==> src/rtl/mem_map_pkg.sv <==
// mem_map_pkg: shared address-map constants and the external bridge state encoding.
package mem_map_pkg;
    typedef enum logic [1:0] {IDLE, REQ, DONE} state_t;
    localparam logic [31:0] INT_RAM_BASE  = 32'h0000_0A00;
    localparam logic [31:0] INT_RAM_SIZE  = 32'h0000_0400;
    localparam logic [31:0] BUS_ERR_RDATA = 32'h0;
endpackage

==> src/rtl/ext_mem_bridge_if.sv <==
// ext_mem_bridge_if: CPU-side and external-memory-side signals of the bridge.
interface ext_mem_bridge_if;
    logic        cs;
    logic [31:0] cpu_addr;
    logic [31:0] cpu_wdata;
    logic        cpu_re;
    logic        cpu_we;
    logic [31:0] cpu_rdata;
    logic        cpu_stall;
    logic        cpu_done;
    logic        bus_err;
    logic        ext_req;
    logic        ext_we;
    logic [31:0] ext_addr;
    logic [31:0] ext_wdata;
    logic [31:0] ext_rdata;
    logic        ext_ack;
    modport slave (
        input  cs, cpu_addr, cpu_wdata, cpu_re, cpu_we, ext_rdata, ext_ack,
        output cpu_rdata, cpu_stall, cpu_done, bus_err, ext_req, ext_we, ext_addr, ext_wdata
    );
    modport master (
        output cs, cpu_addr, cpu_wdata, cpu_re, cpu_we, ext_rdata, ext_ack,
        input  cpu_rdata, cpu_stall, cpu_done, bus_err, ext_req, ext_we, ext_addr, ext_wdata
    );
endinterface

==> src/rtl/ext_mem_bridge.sv <==
// ext_mem_bridge: req/ack responder for external data accesses, stalling the CPU
// until the external memory acknowledges or the wait counter times out.
module ext_mem_bridge
    import mem_map_pkg::*;
#(
    parameter int TIMEOUT = 255,
    parameter int CNT_W   = 8
) (
    input logic clk,
    input logic rst_n,
    ext_mem_bridge_if.slave bus
);
    if (TIMEOUT < 1 || TIMEOUT > (1 << CNT_W) - 1) begin : g_bad_timeout
        $error("ext_mem_bridge: TIMEOUT must be in 1..2^CNT_W-1");
    end

    state_t           state, state_nx;
    logic [CNT_W-1:0] cnt;
    logic             err;
    logic             start, ack_hit, tmo_hit;

    assign start   = bus.cs & (bus.cpu_re | bus.cpu_we);
    assign ack_hit = (state == REQ) & bus.ext_ack;
    assign tmo_hit = (state == REQ) & ~bus.ext_ack & (cnt == CNT_W'(TIMEOUT - 1));

    always_comb begin
        state_nx = state;
        state_nx = (state == IDLE) ? (start ? REQ : IDLE) :
                   (state == REQ)  ? ((ack_hit | tmo_hit) ? DONE : REQ) : IDLE;
    end

    // Stall is released while reset is held so a frozen pipeline cannot outlive it.
    assign bus.cpu_stall = rst_n & (((state == IDLE) & start) | (state == REQ));
    assign bus.cpu_done  = (state == DONE);
    assign bus.bus_err   = (state == DONE) & err;

    always_ff @(posedge clk or negedge rst_n) begin
        if (!rst_n) begin
            state         <= IDLE;
            cnt           <= '0;
            err           <= 1'b0;
            bus.ext_req   <= 1'b0;
            bus.ext_we    <= 1'b0;
            bus.ext_addr  <= '0;
            bus.ext_wdata <= '0;
            bus.cpu_rdata <= '0;
        end else begin
            state <= state_nx;
            if (state == IDLE && start) begin
                bus.ext_addr  <= bus.cpu_addr;
                bus.ext_wdata <= bus.cpu_wdata;
                bus.ext_we    <= bus.cpu_we;
                bus.ext_req   <= 1'b1;
                cnt           <= '0;
                err           <= 1'b0;
            end
            if (ack_hit) begin
                bus.ext_req <= 1'b0;
                if (!bus.ext_we) bus.cpu_rdata <= bus.ext_rdata;
            end else if (tmo_hit) begin
                bus.ext_req   <= 1'b0;
                bus.cpu_rdata <= BUS_ERR_RDATA;
                err           <= 1'b1;
            end else if (state == REQ && cnt != '1) begin
                cnt <= cnt + 1'b1;
            end
        end
    end
endmodule

==> src/flat_wrapper.sv <==
// flat-port wrapper written by rule: the top's interface ports become plain ports
module ext_mem_bridge_flat import mem_map_pkg::*;
#(
    parameter int TIMEOUT = 255,
    parameter int CNT_W   = 8
)
  (clk, rst_n, bus_cs, bus_cpu_addr, bus_cpu_wdata, bus_cpu_re, bus_cpu_we, bus_ext_rdata, bus_ext_ack, bus_cpu_rdata, bus_cpu_stall, bus_cpu_done, bus_bus_err, bus_ext_req, bus_ext_we, bus_ext_addr, bus_ext_wdata);
  ext_mem_bridge_if bus_i ();
  input logic clk;
  input logic rst_n;
  input wire logic [$bits(bus_i.cs)-1:0] bus_cs;
  input wire logic [$bits(bus_i.cpu_addr)-1:0] bus_cpu_addr;
  input wire logic [$bits(bus_i.cpu_wdata)-1:0] bus_cpu_wdata;
  input wire logic [$bits(bus_i.cpu_re)-1:0] bus_cpu_re;
  input wire logic [$bits(bus_i.cpu_we)-1:0] bus_cpu_we;
  input wire logic [$bits(bus_i.ext_rdata)-1:0] bus_ext_rdata;
  input wire logic [$bits(bus_i.ext_ack)-1:0] bus_ext_ack;
  output wire logic [$bits(bus_i.cpu_rdata)-1:0] bus_cpu_rdata;
  output wire logic [$bits(bus_i.cpu_stall)-1:0] bus_cpu_stall;
  output wire logic [$bits(bus_i.cpu_done)-1:0] bus_cpu_done;
  output wire logic [$bits(bus_i.bus_err)-1:0] bus_bus_err;
  output wire logic [$bits(bus_i.ext_req)-1:0] bus_ext_req;
  output wire logic [$bits(bus_i.ext_we)-1:0] bus_ext_we;
  output wire logic [$bits(bus_i.ext_addr)-1:0] bus_ext_addr;
  output wire logic [$bits(bus_i.ext_wdata)-1:0] bus_ext_wdata;
  assign bus_i.cs = bus_cs;
  assign bus_i.cpu_addr = bus_cpu_addr;
  assign bus_i.cpu_wdata = bus_cpu_wdata;
  assign bus_i.cpu_re = bus_cpu_re;
  assign bus_i.cpu_we = bus_cpu_we;
  assign bus_i.ext_rdata = bus_ext_rdata;
  assign bus_i.ext_ack = bus_ext_ack;
  assign bus_cpu_rdata = bus_i.cpu_rdata;
  assign bus_cpu_stall = bus_i.cpu_stall;
  assign bus_cpu_done = bus_i.cpu_done;
  assign bus_bus_err = bus_i.bus_err;
  assign bus_ext_req = bus_i.ext_req;
  assign bus_ext_we = bus_i.ext_we;
  assign bus_ext_addr = bus_i.ext_addr;
  assign bus_ext_wdata = bus_i.ext_wdata;
  ext_mem_bridge #(.TIMEOUT(TIMEOUT), .CNT_W(CNT_W)) u_core (.clk(clk), .rst_n(rst_n), .bus(bus_i));
endmodule
==> config.mk <==
export PLATFORM = sky130hd
export DESIGN_NAME = ext_mem_bridge_flat
export DESIGN_NICKNAME = d
export VERILOG_FILES = /design/src/rtl/mem_map_pkg.sv /design/src/rtl/ext_mem_bridge_if.sv /design/src/rtl/ext_mem_bridge.sv /design/src/flat_wrapper.sv
export SDC_FILE = /design/constraint.sdc
export NUM_CORES = 1
export LEC_CHECK = 0
export CORE_ASPECT_RATIO = 2
export CORE_MARGIN = 2
export CORE_UTILIZATION = 30
export DETAILED_ROUTE_END_ITERATION = 6
export MAX_ROUTING_LAYER = met4
export SYNTH_ARGS = -nofsm -noshare
export SYNTH_HDL_FRONTEND = slang
export SYNTH_SLANG_ARGS = --single-unit
==> constraint.sdc <==
create_clock -name clk -period 3.73 [get_ports clk]
set_input_delay 0.5595 -clock clk [delete_from_list [all_inputs] [get_ports clk]]
set_output_delay 0.5595 -clock clk [all_outputs]
set_load 0.02 [all_outputs]
==> results of run 1 <==
## layout make-up
cell class,count,area [um^2]
clock inverters,7,55.1
inverters,1,3.75
repair buffers,209,2070
multi-input cells,285,1410
fillers,1340,7160
flip-flops and latches,109,2730
clock buffers,9,225
well taps,189,236
## worst max-delay path, cell delays in order
cell	delay [ps]
clkdlybuf4s50_1	480
o21ai_1	110
nor2b_1	150
nor3b_1	190
clkdlybuf4s50_1	650
## synthesized netlist by cell type
master    count  area [um^2]
a211o_1       3         26.3
a22o_1       33          289
or3_1         2         12.5
o21ai_0       4         20.0
nor2_1        6         22.5
o21ai_4       1         16.3
o22a_1        1         8.76
xnor2_1       1         8.76
buf_2        10         50.1
and2_1        2         12.5
nand2b_1      1         6.26
nand4_2       1         12.5
nand2_1     198          743
nor3b_1       3         22.5
o31ai_1       1         7.51
nor3_1        4         20.0
o211ai_1      1         7.51
o21ai_1       1         5.00
nand3_1       8         40.0
clkbuf_1      9         33.8
buf_6         4         45.0
inv_1         1         3.75
mux2_2        1         11.3
nor2b_1       4         25.0
o21bai_2      1         11.3
and3_1        1         6.26
a21oi_1       1         5.00
a21o_1        2         15.0
ha_1          2         25.0
nor3_2        1         10.0
nor3b_2       1         12.5
dfrtp_1     109         2730
## logic make-up after synthesis
| kind of cell | Yosys count | synth area share [%] |
|---|---|---|
| mux | 1 | 0.264 |
| buf+inv | 24 | 3.11 |
| simple gates | 232 | 22.2 |
| fa+ha+maj | 2 | 0.587 |
| flops | 109 | 64.0 |
| compound gates | 49 | 9.66 |
| xor+xnor | 1 | 0.205 |
## layer usage
layer  global-route usage (%)  up-vias
li1                         -     1750
met1                     18.5     1798
met2                     28.8      128
met3                     3.53       14
met4                     5.30        0
met5                        -        -
## sequential cells by signal, summed over array words and instances, names as in the netlist
| signal | flops |
|---|---|
| u_core.state | 2 |
| u_core.bus.ext_req | 1 |
| u_core.bus.ext_addr | 32 |
| u_core.cnt | 8 |
| u_core.err | 1 |
| u_core.bus.ext_wdata | 32 |
| u_core.bus.ext_we | 1 |
| u_core.bus.cpu_rdata | 32 |
## power by group
part / switching (mW) / internal [mW] / total [mW]
logic: 1.04 / 1.01 / 2.05
registers: 0.246 / 1.60 / 1.84
clock network: 0.446 / 0.463 / 0.910
## worst paths after layout
check / endpoint / cells past startpoint / slack, ps / start
min reg2reg: u_core.bus.ext_addr[26]$_DFFE_PN0P_ / 2 / 470 / u_core.bus.ext_addr[26]$_DFFE_PN0P_
min: u_core.bus.cpu_rdata[8]$_DFFE_PN0P_ / 2 / 300 / rst_n
max reg2reg: u_core.cnt[2]$_DFF_PN0_ / 3 / 1700 / u_core.state[1]$_DFF_PN0_
max in group asynchronous: u_core.bus.cpu_rdata[0]$_DFFE_PN0P_ / 3 / 2160 / rst_n
min in group clk: u_core.bus.ext_addr[26]$_DFFE_PN0P_ / 2 / 470 / u_core.bus.ext_addr[26]$_DFFE_PN0P_
max: bus_cpu_stall / 5 / 1030 / bus_cpu_we
## per-stage QoR
step | cell area, um^2 | setup slack, ps | total power [mW] | hold WS, ps
6_report | 6730 | 1030 | 4.80 | 304
5_1_grt | 6730 | 952 | 5.09 | 348
4_1_cts | 6730 | 1010 | 4.88 | 333
3_5_place_dp | 6450 | 1040 | 3.94 | 461
3_3_place_gp | 6450 | 1040 | 3.90 | 457
2_1_floorplan | 4260 | 1890 | 2.81 | 264
==> flow_summary.ini, run 1 <==
[grt]
track_usage_pct = 16.6
grt_pass1_wl_um = 19200
grt_pass1_vias = 3851
antenna_found_initial = 0
overflow = 0
grt_start_max_net_pins = 74

[routing]
wl_um = 12200
routedWlPerCell_um = 15.1
ant_nets = 0
drtPass1Iterations = 6
viasPerCell = 4.56
first_iter_violations = 177
routed-via-count = 3690
top_layer_used = met4
wl_met2_um = 6610
met3_length_um = 661
drc = 0
wl_met1_um = 4770

[layout]
post-route-util_pct = 48.5
diodes = 0
drive_gt1_share_pct = 5.32
areaGrowthSynthToFinish_pct = 57.9
nets = 719
final_cell_mix = clkdlybuf4s50_1 (201), nand2_1 (198), dfrtp_1 (109)
final_common_cell = clkdlybuf4s50_1
finalNonFillerCells = 809

[power]
power_density_mw_per_mm2 = 713
ir_worst_vdd_v = 0.000284
p_leak_nw = 3.18

[critical_path]
worstPathMaxFanout = 3
cp-end-kind = output pin
startpoint_type = input port
critPathRequiredTime_ps = 3170
criticalPathCategory = in -> out
worst_ep_arrival_time_ps = 2140

[placed_design]
dp_cells = 793
gp_congestion = 0.772
dp_hpwl_um = 9010
numPortBuffers = 202

[synthesis]
syn_avg_cell_area_um2 = 10.2
synth_fp_nets = 522
post_synth_num_cell_types = 32
syn_inst = 418
syn_area_mm2 = 0.00426
ys_warn_count = 0
ys_seq_area_share_pct = 64.0
ys_ff_latch = 109

[sta]
hold_violations = 0
fin_skew_ps = 14.3
worst_pin_slew_ps = 910
slew_headroom_pct = 39.3
timing.final.crit_share_pct = 72.5
grt_setup_unrepaired = no
finalCriticalPeriod_ps = 2700
setup_violations = 0
tns_ps = 0
fmax_ghz = 0.370
report.final.slew_viol_count = 0

[cts]
htree_levels = 3
clkSinkCount = 109
clock_path_buffers = 2
cts_buffers = 9
cts-hold-fix-buffers = 0
cts_tree = yes
worstSkewPairLatency_ps = 340
clock-root-buffer = clkbuf_16
post_cts_buffers = 0
clk_pin_slew_worst_paths_ps = 70
cts_resized = 0

[die]
die_x_um = 88.3
io_pins = 203
die_y_um = 173
fp.dieArea_mm2 = 0.0152
row_count = 61
initial_core_util_pct = 30.7
core_area_mm2 = 0.0139

[status]
outcome = completed

[hold_path]
worst_hold_path_type = in -> async

[job]
drv_cap = 0
Note: power is estimated with default switching activity, not from simulation.
==> run 2: changes to the inputs <==
==> constraint.sdc (replaced) <==
create_clock -name clk -period 2.2 [get_ports clk]
set_input_delay 0.33 -clock clk [delete_from_list [all_inputs] [get_ports clk]]
set_output_delay 0.33 -clock clk [all_outputs]
set_load 0.02 [all_outputs]
==> flow_summary.ini, run 2 (synthesis gave the netlist of run 1 again) <==
[critical_path]
reg2reg_setup_slack_ps = 480
cp-end-kind = output pin
crit_slowest_cell = clkdlybuf4s50_1
worst_ep_arrival_time_ps = 1740
r2r_end = u_core.cnt[4]$_DFF_PN0_
path_cells = nor2b_1 > and2_1 > clkdlybuf4s50_1
reg2reg_from = u_core.cnt[0]$_DFF_PN0_
crit_family = buffers and inverters
critPathRequiredTime_ps = 1870
worstRegToRegCells = 6
cp_slowest_stage_delay_ps = 600
crit_buf_inv = 1
worstPathMaxFanout = 6
startpoint = u_core.state[1]$_DFF_PN0_
criticalPathCategory = reg -> out
startpoint_type = flip-flop

[power]
pwr-share-seq_pct = 38.0
p_switching_mw = 2.92
switching_share_pct = 35.6
p_clk_share_pct = 19.3
finalPower_mw = 8.20
ir_worst_vdd_v = 0.000507
power_density_mw_per_mm2 = 1210
p_comb_share_pct = 42.7
p_leak_nw = 3.21
internal_power_mw = 5.28

[layout]
nFillCells = 1330
reg.largest.list = u_core.bus.cpu_rdata (32), u_core.bus.ext_addr (32), u_core.bus.ext_wdata (32)
diodes = 0
fin_area_mm2 = 0.00679
final_cell_mix = clkdlybuf4s50_1 (200), nand2_1 (198), dfrtp_1 (109)
drive_gt1_share_pct = 5.78
areaGrowthSynthToFinish_pct = 59.3
final_common_cell = clkdlybuf4s50_1
nets = 722
post-route-util_pct = 48.9

[cts]
htree_levels = 3
worstSkewPairLatency_ps = 340
cts-hold-fix-buffers = 0
cts_buffers = 9
clock_path_buffers = 2
clock-root-buffer = clkbuf_16
cts_tree = yes
clk_pin_slew_worst_paths_ps = 70
post_cts_buffers = 0
clkSinkCount = 109
cts_resized = 1

[sta]
setup_slack_ps = 134
fin_skew_ps = 13.6
timing.final.crit_share_pct = 93.9
slew_headroom_pct = 60.8
fmax_ghz = 0.484
report.final.slew_viol_count = 0
hold_violations = 0
worst_pin_slew_ps = 588
finalCriticalPeriod_ps = 2070
setup_violations = 0
grt_setup_unrepaired = no

[die]
row_count = 61
die_x_um = 88.3
die_y_um = 173
core_area_mm2 = 0.0139
fp.dieArea_mm2 = 0.0152
initial_core_util_pct = 30.7
io_pins = 203

[grt]
track_usage_pct = 16.3
grt_start_max_net_pins = 110
antenna_found_initial = 0
grt_pass1_wl_um = 18900
grt_pass1_vias = 3880
overflow = 0

[routing]
routed-via-count = 3642
ant_nets = 0
drtPass1Iterations = 4
viasPerCell = 4.49
wl_um = 12100
drc = 0
first_iter_violations = 123
routedWlPerCell_um = 14.9

[placed_design]
gp_congestion = 0.786
dpl_worst_slack_ps = -3.08
numPortBuffers = 202
dp_hpwl_um = 8990
dpl-instance-area_mm2 = 0.00650

[status]
outcome = completed

[job]
drv_cap = 0

[hold_path]
worst_hold_path_type = in -> async
==> run 2: cell types whose count changed in the layout (fill, tap and decap cells not counted) <==
cell,delta
buf_4,+1
clkdlybuf4s50_1,-1
buf_12,+2
inv_6,-2
dlygate4sd2_1,+1
clkbuf_8,+2
clkinv_2,-1
clkinv_4,+1
==> run 2: final cells by class <==
type,instances,area (um^2),area share [%]
Clock inverter,5,41.3,0.608
Timing Repair Buffer,212,2120,31.2
Clock buffer,11,253,3.72
Multi-Input combinational cell,285,1410,20.8
Inverter,1,3.75,0.0553
Tap cell,189,236,3.48
Sequential cell,109,2730,40.2
==> run 2: layer usage <==
layer,wire [um],part of all wire (%),track usage [%],vias up
li1,-,-,-,1755
met1,4490,37,17.0,1741
met2,6530,54,28.8,130
met3,722,6.0,4.06,16
met4,314,2.6,6.12,0
met5,0,0,-,-
==> run 2: power by group through the flow <==
| stage | logic, mW | registers, mW | clock network [mW] |
|---|---|---|---|
| floorplan | 0.799 | 3.97 | 0 |
| global placement | 3.51 | 3.12 | 0 |
| detailed placement | 3.55 | 3.15 | 0 |
| CTS | 3.56 | 3.12 | 1.64 |
| global route | 3.75 | 3.21 | 1.74 |
| finish | 3.50 | 3.11 | 1.58 |
==> run 2: worst max path at each step <==
stage,end,slack (ps),depth (start not counted)
2_1_floorplan,u_core.cnt[2]$_DFF_PN0_,590,6
3_3_place_gp,bus_cpu_stall,-6,5
3_5_place_dp,bus_cpu_stall,-3,5
4_1_cts,bus_bus_err,100,3
5_1_grt,bus_bus_err,30,3
6_report,bus_bus_err,130,3
==> run 2: through the flow <==
stage / TNS [ps] / hold WS (ps) / instances
after CTS: 0 / 141 / 812
after floorplan: 0 / 34.4 / 418
after global routing: 0 / 148 / 812
final: 0 / 80.0 / 812
after global placement: -6.30 / 457 / 796
after detailed placement: -3.08 / 462 / 796
==> run 3: changes to the inputs <==
--- a/config.mk
+++ b/config.mk
@@ -10,6 +10,7 @@
 export CORE_UTILIZATION = 30
 export DETAILED_ROUTE_END_ITERATION = 6
 export MAX_ROUTING_LAYER = met4
+export SKIP_LAST_GASP = 1
 export SYNTH_ARGS = -nofsm -noshare
 export SYNTH_HDL_FRONTEND = slang
 export SYNTH_SLANG_ARGS = --single-unit
==> results of run 3 <==
The final DEF is identical to that of run 2; final timing and power are the same.
